$ cat src/rtl/conv_addr_gen.sv
// conv_addr_gen: convolution address generator for the CNN datapath.
// Walks oy -> ox -> channel -> ky -> kx and emits one tap per accepted
// handshake. It produces the input-image, weight and output-window addresses
// from running base registers, using additions only. The multiplies are done
// once, in SETUP.
// Optional build macro: CONV_PAD_EN adds a zero-padding border. It adds the
// pad input and the pad_tap output.
module conv_addr_gen #(
  parameter int ADDR_W   = 19,
  parameter int DIM_W    = 10,
  parameter int CH_W     = 4,
  parameter int STRIDE_W = 5
) (
  input  logic                clk,
  input  logic                reset,
  input  logic                start,
  input  logic [STRIDE_W-1:0] stride,
  input  logic [DIM_W-1:0]    w1,
  input  logic [DIM_W-1:0]    h1,
  input  logic [DIM_W-1:0]    w2,
  input  logic [DIM_W-1:0]    h2,
  input  logic [CH_W-1:0]     channels,
`ifdef CONV_PAD_EN
  input  logic [1:0]          pad,
  output logic                pad_tap,
`endif
  output logic [ADDR_W-1:0]   addr_in,
  output logic [ADDR_W-1:0]   addr_w,
  output logic [ADDR_W-1:0]   addr_out,
  output logic                tap_valid,
  input  logic                tap_ready,
  output logic                first,
  output logic                last,
  output logic                busy,
  output logic                done,
  output logic                cfg_err,
  output logic [DIM_W-1:0]    out_width,
  output logic [DIM_W-1:0]    out_height
);

  localparam logic [1:0] IDLE  = 2'd0;
  localparam logic [1:0] SETUP = 2'd1;
  localparam logic [1:0] RUN   = 2'd2;
  localparam logic [1:0] DONE  = 2'd3;

  // Coordinates are kept in the padded frame (origin at the padded corner),
  // so they never go negative. Three extra bits cover 2*pad plus stride headroom.
  localparam int CW = DIM_W + 3;

  logic [1:0]          state_q, state_d;
  logic [STRIDE_W-1:0] stride_q;
  logic [DIM_W-1:0]    w1_q, h1_q, w2_q, h2_q;
  logic [CH_W-1:0]     ch_q;
  logic [1:0]          pad_cfg;

  logic [ADDR_W-1:0]   plane_q, ksize_q, rowstep_q;
  logic [DIM_W-1:0]    kx_q, ky_q;
  logic [CH_W-1:0]     c_q;
  logic [CW-1:0]       oxp_q, oyp_q;

  // Input address bases: window row, window, channel, kernel row, tap.
  logic [ADDR_W-1:0]   in_wrow_q, in_win_q, in_ch_q, in_row_q, in_lin_q;
  // Weight address bases: channel, kernel row, tap.
  logic [ADDR_W-1:0]   w_ch_q, w_row_q, w_lin_q;
  logic [ADDR_W-1:0]   out_q;
  logic [DIM_W-1:0]    col_cnt_q, row_cnt_q, out_w_q, out_h_q;

`ifdef CONV_PAD_EN
  logic [1:0] pad_q;
  assign pad_cfg = pad_q;
`else
  assign pad_cfg = 2'd0;
`endif

  logic [CW-1:0]     w1_pad, h1_pad;
  logic              cfg_bad;
  logic [ADDR_W-1:0] plane_calc, ksize_calc, rowstep_calc, pad_off, init_base;
  logic [ADDR_W-1:0] stride_a;
  logic              last_kx, last_ky, last_c, win_end, col_adv, row_adv, hs, final_tap;

  assign w1_pad  = CW'(w1_q) + CW'({pad_cfg, 1'b0});
  assign h1_pad  = CW'(h1_q) + CW'({pad_cfg, 1'b0});
  assign cfg_bad = (stride_q == '0) || (ch_q == '0) || (w2_q == '0) || (h2_q == '0) ||
                   (CW'(w2_q) > w1_pad) || (CW'(h2_q) > h1_pad);

  // One-time products for SETUP. They are evaluated modulo 2^ADDR_W, as the addresses are.
  assign plane_calc   = ADDR_W'(w1_q) * ADDR_W'(h1_q);
  assign ksize_calc   = ADDR_W'(w2_q) * ADDR_W'(h2_q);
  assign rowstep_calc = ADDR_W'(stride_q) * ADDR_W'(w1_q);
  assign pad_off      = ADDR_W'(pad_cfg) * (ADDR_W'(w1_q) + ADDR_W'(1));
  // The first tap sits at image coordinate (-pad,-pad). Its linear address wraps
  // below zero, but it is masked until the walk enters the image.
  assign init_base    = ADDR_W'(0) - pad_off;
  assign stride_a     = ADDR_W'(stride_q);

  assign last_kx   = (kx_q == w2_q - DIM_W'(1));
  assign last_ky   = (ky_q == h2_q - DIM_W'(1));
  assign last_c    = (c_q == ch_q - CH_W'(1));
  assign win_end   = last_kx && last_ky && last_c;
  assign col_adv   = (oxp_q + CW'(stride_q) + CW'(w2_q)) <= w1_pad;
  assign row_adv   = (oyp_q + CW'(stride_q) + CW'(h2_q)) <= h1_pad;
  assign hs        = (state_q == RUN) && tap_ready;
  assign final_tap = hs && win_end && !col_adv && !row_adv;

  // Next-state logic for the IDLE/SETUP/RUN/DONE sequencer.
  always_comb begin
    state_d = state_q;
    case (state_q)
      IDLE:    if (start) state_d = SETUP;
      SETUP:   state_d = cfg_bad ? IDLE : RUN;
      RUN:     if (final_tap) state_d = DONE;
      default: state_d = IDLE;
    endcase
  end

  // State register.
  always_ff @(posedge clk or negedge reset) begin
    if (!reset) state_q <= IDLE;
    else        state_q <= state_d;
  end

  // Capture the configuration on an accepted start so the inputs may change afterwards.
  always_ff @(posedge clk or negedge reset) begin
    if (!reset) begin
      stride_q <= '0;
      w1_q     <= '0;
      h1_q     <= '0;
      w2_q     <= '0;
      h2_q     <= '0;
      ch_q     <= '0;
`ifdef CONV_PAD_EN
      pad_q    <= '0;
`endif
    end else if (state_q == IDLE && start) begin
      stride_q <= stride;
      w1_q     <= w1;
      h1_q     <= h1;
      w2_q     <= w2;
      h2_q     <= h2;
      ch_q     <= channels;
`ifdef CONV_PAD_EN
      pad_q    <= pad;
`endif
    end
  end

  // Loop counters and running address bases. They are initialised in SETUP
  // and advanced once per accepted tap.
  always_ff @(posedge clk or negedge reset) begin
    if (!reset) begin
      plane_q   <= '0;
      ksize_q   <= '0;
      rowstep_q <= '0;
      kx_q      <= '0;
      ky_q      <= '0;
      c_q       <= '0;
      oxp_q     <= '0;
      oyp_q     <= '0;
      in_wrow_q <= '0;
      in_win_q  <= '0;
      in_ch_q   <= '0;
      in_row_q  <= '0;
      in_lin_q  <= '0;
      w_ch_q    <= '0;
      w_row_q   <= '0;
      w_lin_q   <= '0;
      out_q     <= '0;
      col_cnt_q <= '0;
      row_cnt_q <= '0;
      out_w_q   <= '0;
      out_h_q   <= '0;
    end else if (state_q == SETUP) begin
      plane_q   <= plane_calc;
      ksize_q   <= ksize_calc;
      rowstep_q <= rowstep_calc;
      kx_q      <= '0;
      ky_q      <= '0;
      c_q       <= '0;
      oxp_q     <= '0;
      oyp_q     <= '0;
      in_wrow_q <= init_base;
      in_win_q  <= init_base;
      in_ch_q   <= init_base;
      in_row_q  <= init_base;
      in_lin_q  <= init_base;
      w_ch_q    <= '0;
      w_row_q   <= '0;
      w_lin_q   <= '0;
      out_q     <= '0;
      col_cnt_q <= DIM_W'(1);
      row_cnt_q <= DIM_W'(1);
    end else if (hs) begin
      if (!last_kx) begin
        kx_q     <= kx_q + DIM_W'(1);
        in_lin_q <= in_lin_q + ADDR_W'(1);
        w_lin_q  <= w_lin_q + ADDR_W'(1);
      end else if (!last_ky) begin
        kx_q     <= '0;
        ky_q     <= ky_q + DIM_W'(1);
        in_row_q <= in_row_q + ADDR_W'(w1_q);
        in_lin_q <= in_row_q + ADDR_W'(w1_q);
        w_row_q  <= w_row_q + ADDR_W'(w2_q);
        w_lin_q  <= w_row_q + ADDR_W'(w2_q);
      end else if (!last_c) begin
        kx_q     <= '0;
        ky_q     <= '0;
        c_q      <= c_q + CH_W'(1);
        in_ch_q  <= in_ch_q + plane_q;
        in_row_q <= in_ch_q + plane_q;
        in_lin_q <= in_ch_q + plane_q;
        w_ch_q   <= w_ch_q + ksize_q;
        w_row_q  <= w_ch_q + ksize_q;
        w_lin_q  <= w_ch_q + ksize_q;
      end else begin
        // Window complete: rewind the kernel walk and step to the next window.
        kx_q    <= '0;
        ky_q    <= '0;
        c_q     <= '0;
        w_ch_q  <= '0;
        w_row_q <= '0;
        w_lin_q <= '0;
        out_q   <= out_q + ADDR_W'(1);
        if (col_adv) begin
          oxp_q     <= oxp_q + CW'(stride_q);
          in_win_q  <= in_win_q + stride_a;
          in_ch_q   <= in_win_q + stride_a;
          in_row_q  <= in_win_q + stride_a;
          in_lin_q  <= in_win_q + stride_a;
          col_cnt_q <= col_cnt_q + DIM_W'(1);
        end else if (row_adv) begin
          oxp_q     <= '0;
          oyp_q     <= oyp_q + CW'(stride_q);
          in_wrow_q <= in_wrow_q + rowstep_q;
          in_win_q  <= in_wrow_q + rowstep_q;
          in_ch_q   <= in_wrow_q + rowstep_q;
          in_row_q  <= in_wrow_q + rowstep_q;
          in_lin_q  <= in_wrow_q + rowstep_q;
          col_cnt_q <= DIM_W'(1);
          row_cnt_q <= row_cnt_q + DIM_W'(1);
        end else begin
          // All rows have the same number of windows, so the last row's count is the width.
          out_w_q <= col_cnt_q;
          out_h_q <= row_cnt_q;
        end
      end
    end
  end

`ifdef CONV_PAD_EN
  logic [CW-1:0] col_p, row_p;
  logic          outside;
  assign col_p   = oxp_q + CW'(kx_q);
  assign row_p   = oyp_q + CW'(ky_q);
  assign outside = (col_p < CW'(pad_cfg)) || (col_p >= CW'(w1_q) + CW'(pad_cfg)) ||
                   (row_p < CW'(pad_cfg)) || (row_p >= CW'(h1_q) + CW'(pad_cfg));
  assign pad_tap = tap_valid && outside;
  assign addr_in = outside ? '0 : in_lin_q;
`else
  assign addr_in = in_lin_q;
`endif

  assign addr_w     = w_lin_q;
  assign addr_out   = out_q;
  assign tap_valid  = (state_q == RUN);
  assign first      = tap_valid && (kx_q == '0) && (ky_q == '0) && (c_q == '0);
  assign last       = tap_valid && win_end;
  assign busy       = (state_q != IDLE);
  assign done       = (state_q == DONE);
  assign cfg_err    = (state_q == SETUP) && cfg_bad;
  assign out_width  = out_w_q;
  assign out_height = out_h_q;

endmodule

$ cat config.mk
export PLATFORM = sky130hd
export DESIGN_NAME = conv_addr_gen
export DESIGN_NICKNAME = d
export VERILOG_FILES = /design/src/rtl/conv_addr_gen.sv
export SDC_FILE = /design/constraint.sdc
export NUM_CORES = 2
export LEC_CHECK = 0
export CELL_PAD_IN_SITES_DETAIL_PLACEMENT = 0
export CELL_PAD_IN_SITES_GLOBAL_PLACEMENT = 1
export CORE_UTILIZATION = 48
export DETAILED_ROUTE_END_ITERATION = 10
export HOLD_SLACK_MARGIN = 0.06
export PLACE_DENSITY_LB_ADDON = 0.15
export SLEW_MARGIN = 20
export SYNTH_ARGS = -nofsm -noshare
export SYNTH_HDL_FRONTEND = slang
export SYNTH_SLANG_ARGS = --single-unit
$ cat constraint.sdc
create_clock -name clk -period 7.6 [get_ports clk]
set_input_delay 0.76 -clock clk [delete_from_list [all_inputs] [get_ports clk]]
set_output_delay 0.76 -clock clk [all_outputs]
set_load 0.1 [all_outputs]
Yosys cells after proc, flatten, opt, wreduce, memory -nomap -nowiden
Cells that the tools add are included.
{"block": "word_totals", "reg_bits": 365, "inputBits": 53, "wordCells": 201, "out_inout_bits": 83}
{"block": "classes", "mul": 3, "n_lt_le_gt_ge": 4, "n_reduce_logical": 44, "add_sub_neg": 21, "n_eq_ne": 12, "bitwise": 3, "muxes": 86}
{"cell": "$mux 19", "count": 42}
{"cell": "$mux 10", "count": 21}
{"cell": "$mux 13", "count": 14}
{"cell": "$add 19x1->19 const B", "count": 3}
{"cell": "$add 10x1->10 const B", "count": 4}
{"cell": "$logic_not 10->1", "count": 4}
{"cell": "$add 19x10->19", "count": 2}
{"cell": "$add 19x19->19", "count": 2}
{"cell": "$mul 10x10->19", "count": 2}
{"cell": "$add 13x10->13", "count": 2}
{"cell": "$add 13x5->13", "count": 2}
{"cell": "$le 13x10->1", "count": 2}
{"cell": "$eq 10x10->1", "count": 2}
{"cell": "$gt 10x10->1", "count": 2}
{"cell": "$mux 4", "count": 5}
{"cell": "$sub 10x1->10 const B", "count": 2}
{"cell": "$add 19x15->19", "count": 1}
{"cell": "$add 19x5->19", "count": 1}
{"cell": "$mul 5x10->15", "count": 1}
{"cell": "$logic_and 1x1->1", "count": 12}
{"cell": "$reduce_bool 2->1", "count": 6}
{"cell": "$logic_not 4->1", "count": 2}
{"cell": "$reduce_and 4->1", "count": 2}
{"cell": "$reduce_and 7->1", "count": 1}
{"cell": "other kinds (22)", "count": 36}

Depth between registers and ports, before layout
{"block": "logic_depth", "word_depth": 10, "ltp_mapped": 25}

Worst setup path after synthesis
OpenSTA, ideal clock, no wires.
{"block": "synth_timing", "path_kind": "register -> register", "startpoint": "register stride_q[1]", "endpoint": "register in_lin_q[9], in the netlist addr_in[9]", "n_path_buf": 2, "setup_time_ns": 0.095, "slack_ns": 2.234, "required_time_ns": 7.505, "synth_period_minus_slack_ns": 5.366, "stages_incl_launch_ff": 24, "arrival_ns": 5.271, "path_cell_list": "dfrtp_1 -> clkinv_1 -> fa_1 -> nor2b_1 -> o31ai_1 -> nand2b_1 -> nand2_1 -> xnor2_1 -> ha_1 -> a21oi_1 -> o21ai_0 -> a41oi_1 -> xnor2_1 -> ha_1 -> nand4_1 -> a31o_2 -> a21o_1 -> o31ai_1 -> clkbuf_1 -> buf_1 -> mux2_2 -> o211ai_1 -> o211ai_1 -> o211ai_1"}
{"block": "synth_between", "elab_chain_len": 9, "word_cells_on_any_way": 15, "classes_between": "5 x add/sub; 2 x order compare; 1 x eq/ne; 6 x mux; 1 x reduce/logical"}
{"element": "start, declared", "line": "51", "rtl": "logic [STRIDE_W-1:0] stride_q;"}
{"element": "start signal, assigned", "line": "135", "rtl": "stride_q <= stride;"}
{"element": "$add 13x5->13", "line": "100", "rtl": "assign col_adv = (oxp_q + CW'(stride_q) + CW'(w2_q)) <= w1_pad;"}
{"element": "$add 13x10->13", "line": "100"}
{"element": "$le 13x10->1", "line": "100"}
{"element": "$mux 19", "line": "223", "rtl": "if (col_adv) begin"}
{"element": "$mux 19", "line": "204", "rtl": "end else if (!last_c) begin"}
{"element": "$mux 19", "line": "197", "rtl": "end else if (!last_ky) begin"}
{"element": "$mux 19", "line": "193", "rtl": "if (!last_kx) begin"}
{"element": "$mux 19", "line": "192", "rtl": "end else if (hs) begin"}
{"element": "$mux 19", "line": "172", "rtl": "end else if (state_q == SETUP) begin"}
{"element": "end signal, assigned", "line": "185", "rtl": "in_lin_q <= init_base;"}
{"element": "end signal, assigned", "line": "195", "rtl": "in_lin_q <= in_lin_q + ADDR_W'(1);"}
{"element": "end signal, assigned", "line": "201", "rtl": "in_lin_q <= in_row_q + ADDR_W'(w1_q);"}
{"element": "end, declared", "line": "62", "rtl": "logic [ADDR_W-1:0] in_wrow_q, in_win_q, in_ch_q, in_row_q, in_lin_q;"}
Parallel ways exist; a longest one is shown, timed or not. The select of a mux whose other input is x is not followed.
A chain may end at the register's enable or synchronous reset.

Worst setup path in the final report
{"block": "layout_timing", "startpoint": "register stride_q[1]", "endpoint": "register in_wrow_q[17]"}
{"block": "layout_between", "elab_chain_len": 5, "word_cells_on_any_way": 9, "classes_between": "4 x add/sub; 2 x order compare; 1 x eq/ne; 2 x reduce/logical"}
{"element": "$add 13x5->13 (on tied branches)", "line": "100, 101"}
{"element": "$add 13x10->13 (on tied branches)", "line": "100, 101"}
{"element": "$le 13x10->1 (on tied branches)", "line": "100, 101"}
{"element": "$ne 2x1->1 (no source line) / $reduce_bool 2->1 (equally long branches)"}
{"element": "$reduce_and 6->1 (no source line) (*)"}
{"element": "end signal, assigned", "line": "181", "rtl": "in_wrow_q <= init_base;"}
{"element": "end signal, assigned", "line": "233", "rtl": "in_wrow_q <= in_wrow_q + rowstep_q;"}
{"element": "end, declared", "line": "62"}
Every way passes the cells marked *; elsewhere a longest branch is shown, timed or not.

==> impl_metrics.json <==
{
  "ant_nets": 0,
  "cts_buffer_depth": 3,
  "post_cts_buffers": 0,
  "n_fill_cell": 5779,
  "synth_edf_count": 0,
  "core_sq_um": 63300,
  "post-route-period-util_pct": 88.6,
  "slowest_delay_ns": 0.66,
  "synth-seq-cells": 365,
  "syn_inst": 3511,
  "tritoncts": "built",
  "synth_area_sq_um": 30800,
  "hold_viol": 0,
  "fp-row-count": 92,
  "start_util_pct": 48.7,
  "grtUsageTotal_pct": 28.9,
  "cp_max_fo": 51,
  "cp_top_family": "compound AO/OA/AOI/OAI gates",
  "fmax_mhz": 149,
  "cp-start-kind": "flip-flop",
  "period_needed_ns": 6.73,
  "critPathSlowestCell": "a31oi_1",
  "yosysSeqAreaShare_pct": 29.6,
  "grt_max_degree": 131,
  "routed_wl_um": 93400,
  "critPathArrivalTime_ns": 7.23,
  "port_buffers": 135,
  "setup_violations": 0,
  "required_ns": 8.10,
  "synth.largest_area_cell": "dfrtp_1",
  "firstDrtPassIters": 5,
  "crit_type": "flip-flop to flip-flop",
  "multi_input_area_sq_um": 20300,
  "cts_inserted_buffers": 47,
  "relSlewSlack_pct": 24.4,
  "antenna_found_initial": 4,
  "drt-initial-drc-count": 1851,
  "cts-root-buf": "clkbuf_16",
  "io_pins": 136,
  "reg2regPathDepth": 23,
  "cts_num_sinks": 365,
  "crit_buf_inv": 3,
  "nets": 4092,
  "clk_latency_ns": 0.61,
  "synthArstFlopShare_pct": 100,
  "hpwl_um": 69200,
  "maxCapViolations": 0,
  "die_h_um": 255,
  "grt_pass1_wl_um": 149000,
  "yosys-top-cells-area": "dfrtp_1 (30%), ha_1 (12%), fa_1 (10%), nand2_1 (6.8%), xnor2_1 (4.1%)",
  "grt_pass1_vias": 26200,
  "reg2reg_from": "stride_q[1]$_DFFE_PN0P_",
  "setup_tns_ns": 0,
  "clk_pin_slew_ns": 0.06,
  "die_w_um": 255,
  "worstPathCellList": "clkinv_1 -> fa_1 -> nor2b_1 -> o31ai_1 -> nand2b_1 -> nand2_1 -> xnor2_1 -> ha_1 -> a21oi_1 -> o21ai_0 -> a41oi_1 -> xnor2_1 -> ha_1 -> nand4_1 -> nor3_1 -> a21o_1 -> o31ai_4 -> buf_4 -> a31oi_1 -> or2_2 -> buf_4 -> nor2_1 -> a22o_1",
  "drv_slew": 0,
  "ys_warn_count": 0,
  "grt.overflow.total": 0,
  "num_vias": 26100,
  "cts_htree_levels": 2,
  "synth_nets": 4016,
  "syn2layout_area_growth_pct": 12.7,
  "clock_skew_ns": 0.0240,
  "place_congestion": 0.895,
  "tightest_slew_ns": 1.13,
  "seq_area_sq_um": 9130,
  "drive_gt1_share_pct": 5.52,
  "syn_area_per_cell_sq_um": 8.78,
  "rr_endpoint": "in_wrow_q[17]$_DFFE_PN0P_",
  "final_util_pct": 54.9,
  "synth_top_flop_cell": "dfrtp_1",
  "post_drt_wl_per_cell_um": 20.9,
  "ctsHoldBuffers": 0,
  "route.detailed.drc": 0,
  "reg2reg_slack_ns": 0.87,
  "cts_resized": 0,
  "rsz0062_at_grt": "false",
  "synth.distinct_cells": 80,
  "viasPerCell": 5.83,
  "dieArea_sq_um": 65200,
  "outcome": "completed",
  "critPathCaptureType": "flip-flop",
  "synth_top_area_share_pct": 29.6,
  "min_path_type": "input pin to asynchronous set/reset pin"
}
==> final cells by class <==
class,instances,area share (%)
sequential,365,26.3
tap,846,3.05
timing repair buffer,176,4.83
clock buffer,59,3.78
clock inverter,27,1.03
multi-input combinational,2756,58.4
inverter,241,2.60
antenna,2,0.0144
==> state kept, by name (all words and copies together) (netlist names), 15 cells and up <==
signal / flops
in_wrow_q: 19
addr_w: 19
ksize_q: 19
plane_q: 19
addr_out: 19
addr_in: 19
w_row_q: 19
rowstep_q: 15
in_win_q: 19
in_row_q: 19
w_ch_q: 19
in_ch_q: 19
==> per-layer routing <==
| layer | track usage [%] | part of all wire (%) |
|---|---|---|
| met5 | 0 | 0 |
| met1 | 41.0 | 46 |
| met3 | 3.98 | 5.8 |
| met4 | 8.20 | 2.4 |
| met2 | 46.0 | 45 |
==> worst max path at each step <==
| stage | start | to | depth (start not counted) |
|---|---|---|---|
| 6_report | stride_q[1]$_DFFE_PN0P_ | in_wrow_q[17]$_DFFE_PN0P_ | 23 |
| 3_3_place_gp | stride_q[0]$_DFFE_PN0P_ | addr_in[5]$_DFFE_PN0P_ | 21 |
| 4_1_cts | stride_q[0]$_DFFE_PN0P_ | addr_in[5]$_DFFE_PN0P_ | 21 |
| 5_1_grt | stride_q[1]$_DFFE_PN0P_ | in_wrow_q[17]$_DFFE_PN0P_ | 23 |
| 2_1_floorplan | stride_q[1]$_DFFE_PN0P_ | addr_in[9]$_DFFE_PN0P_ | 23 |
| 3_5_place_dp | stride_q[1]$_DFFE_PN0P_ | in_wrow_q[17]$_DFFE_PN0P_ | 23 |
==> worst register-to-register path: cells and delay by family, from the launching register on <==
family | cells | cell delay [ns]
XOR/XNOR | 2 | 0.34
AO/OA/AOI/OAI | 8 | 2.04
AND/OR/NAND/NOR | 7 | 1.25
buffers and inverters | 3 | 1.25
flip-flops | 1 | 0.59
adder cells (fa/ha/maj) | 3 | 1.16
==> metrics by stage <==
stage	cells	setup slack (ns)	instance area (sq um)	hold WS (ns)
2_1_floorplan	3511	2.23	30800	0.443
3_3_place_gp	4384	1.16	33100	0.453
3_5_place_dp	4384	0.941	33100	0.465
4_1_cts	4470	0.922	34700	0.244
5_1_grt	4470	0.415	34700	0.282
6_report	4472	0.868	34700	0.183
==> Yosys cell counts, types with 6 or more instances <==
library cell	number
and3_1	49
nor2b_1	21
nor3b_1	10
inv_1	236
or2_2	8
nand2_1	562
mux2_1	20
o31ai_1	51
dfrtp_1	365
and2_1	86
or3_1	14
a31o_2	10
nand2b_1	19
o211ai_1	43
xnor2_1	144
o21a_1	28
nor4_1	14
o22ai_1	11
a211oi_1	18
o31a_1	10
nor3_1	52
a21o_1	61
nor4b_1	8
nand3_1	96
nor2_1	218
o21ai_0	226
xor2_1	85
a22o_1	29
or4_1	7
nand4_1	26
mux2_2	37
a21oi_1	137
ha_1	296
nand3b_1	6
buf_1	11
a41oi_1	6
a31oi_1	26
o21ai_1	50
o21bai_1	18
clkbuf_1	135
mux2i_1	17
fa_1	156
a211o_1	11
==> placed cells by master (no fill, tap or decap), types with 25 or more instances in the layout <==
master	instances
a21o_1	61
a21oi_1	136
a22o_1	29
a31oi_1	25
and2_1	86
and3_1	49
buf_4	40
clkbuf_16	48
clkdlybuf4s50_1	134
dfrtp_1	365
fa_1	156
ha_1	296
inv_1	236
mux2_2	37
nand2_1	562
nand3_1	96
nand4_1	26
nor2_1	216
nor3_1	52
o211ai_1	43
o21a_1	28
o21ai_0	226
o21ai_1	50
o31ai_1	50
xnor2_1	144
xor2_1	85
==> cell families (layout without fill, tap and decap cells) <==
family | count (synthesis) | in the layout | share of synthesized area (%)
mux | 74 | 74 | 2.63
compound gates | 784 | 784 | 16.2
simple gates | 1217 | 1217 | 18.1
buf+inv | 390 | 503 | 4.76
fa+ha+maj | 452 | 452 | 22.1
xor+xnor | 229 | 229 | 6.51
other cells | 0 | 2 | 0
flops | 365 | 365 | 29.6
Power is not shown: default switching activity piles up to over one toggle a cycle in this logic, so the estimate is an artifact.
==> RTL edit, RTL diff (same flow settings) <==
Set the parameter `STRIDE_W` to 10 (it was 5).
--- a/src/rtl/conv_addr_gen.sv
+++ b/src/rtl/conv_addr_gen.sv
@@ -10,5 +10,5 @@
   parameter int DIM_W    = 10,
   parameter int CH_W     = 4,
-  parameter int STRIDE_W = 5
+  parameter int STRIDE_W = 10
 ) (
   input  logic                clk,
Interface: changed (resized stride); port bits go from 136 to 141. No check against the original RTL was run, so the function may have changed too.
==> RTL edit against the original RTL <==
- cell area rose by 8.4%
- synthesized cell count rose by 11%
- via count rose by 8.0%
- sequential cell count rose by 9
- worst setup slack got worse by 0.019 ns
- die area rose by 9.2%
- wire length rose by 6.6%
- non-clock buffer count rose by 20
- area after synthesis rose by 9.3%
- critical path depth rose by 3
- critical path type unchanged
- critical endpoint is now addr_in[15]
- largest cell class unchanged
- highest routed layer unchanged
Power is left out: the tool's default activity adds up to more than one toggle a clock period on the data nets, which glitch-free logic cannot reach.
==> RTL edit: results (changes against the original RTL) <==
clk_skew=0.0190 ns (-0.00502 ns); # nets final=4,554 (+11%); Compound-Gate Fraction of Synth Area=0.151 (-0.0111); status=finished clean; Adder-Cell Fraction of Synth Area=0.242 (+0.0206); antenna violations before repair=1 (-3); net count after synthesis=4,481 (+12%); Async S/R FF share, synth=1.00 (unchanged); Critical Path Max Stage Delay=0.76 ns (+0.10 ns); layout cells sized above 1=0.0581 (+0.00294); R2R setup slack=0.85 ns (-0.02 ns); reg2reg end=addr_in[15]; Final GP Congestion=0.912 (+1.9%); HPWL after DPL=74.1 mm (+7.0%); Setup crit start=stride_q[0]; Slowest-stage cell, CP=o21ai_1; worst-margin pin slew=1.11 ns (-0.0176 ns); WL/cell=20.2 um (-3.1%); antenna fix cells=0 (-2); number of detailed-route iterations in the first pass=6 (+1); IO Port Bufs=140 (+3.7%); Synth top cells by count=nand2_1 (603), dfrtp_1 (374), ha_1 (343), inv_1 (297), o21ai_0 (258); Register-to-Register Path Depth=26 (+13%); Synth area leaders=dfrtp_1 (28%), ha_1 (13%), fa_1 (11%), nand2_1 (6.7%), o21ai_0 (3.8%); Unique masters post-synth=78 (-2.5%); vias=28,200 (+8.0%); register area share after synthesis=0.278 (-0.0185); Total Routing Usage GR=0.287 (-0.00260)
RTL edit: cell types whose count changed in the layout (fill, tap and decap cells not counted), sizes merged, moves of 25 or more:
cell / before / now
ha: 296 / 343
and2: 86 / 111
fa: 156 / 193
a21oi: 137 / 218
nand2: 562 / 604
inv: 238 / 299
o31ai: 52 / 15
or3: 14 / 48
RTL edit: stage by stage:
stage	instances	setup slack [ns]	cell area, um^2	hold WS (ns)	utilization
floorplan	3887	2.25	33700	0.443	-
global placement	4842	1.14	36100	0.453	0.523
detailed placement	4842	1.08	36100	0.463	0.523
CTS	4922	1.04	37700	0.147	0.545
global route	4922	0.464	37700	0.173	0.545
finish	4922	0.849	37700	0.141	0.545
RTL edit: final cells by class:
type / count / share of cell area
inverter: 298 / 0.0297
clock inverter: 15 / 0.00508
multi-input combinational: 3043 / 0.601
tap: 931 / 0.0309
clock buffer: 65 / 0.0360
timing repair buffer: 196 / 0.0492
sequential: 374 / 0.249
RTL edit: worst reg2reg max path, stage by stage, from the launching register on:
cell and delay, ns:
dfrtp_1 0.36, buf_4 0.19, ha_1 0.25, fa_1 0.43, a211oi_1 0.29, nor2_1 0.11, o21a_1 0.17, nor2_1 0.11
xnor2_1 0.22, ha_1 0.33, a21oi_1 0.19, o21ai_0 0.11, and2_1 0.20, a31oi_1 0.20, xnor2_1 0.09, ha_1 0.31
nand3_1 0.10, nor2_1 0.11, o22ai_1 0.07, a21oi_1 0.18, a211oi_1 0.08, and4_1 0.23, nor3_1 0.67, nand4_1 0.55
o21ai_1 0.76, o21ai_0 0.20, o211ai_1 0.14
RTL edit: routing by layer:
metal	vias to the layer above	GRT usage	routed length [um]
met4	0	0.0763	2770
met3	141	0.0405	6000
met5	-	0	0
li1	13500	-	-
met2	793	0.436	43100
met1	13800	0.424	47700
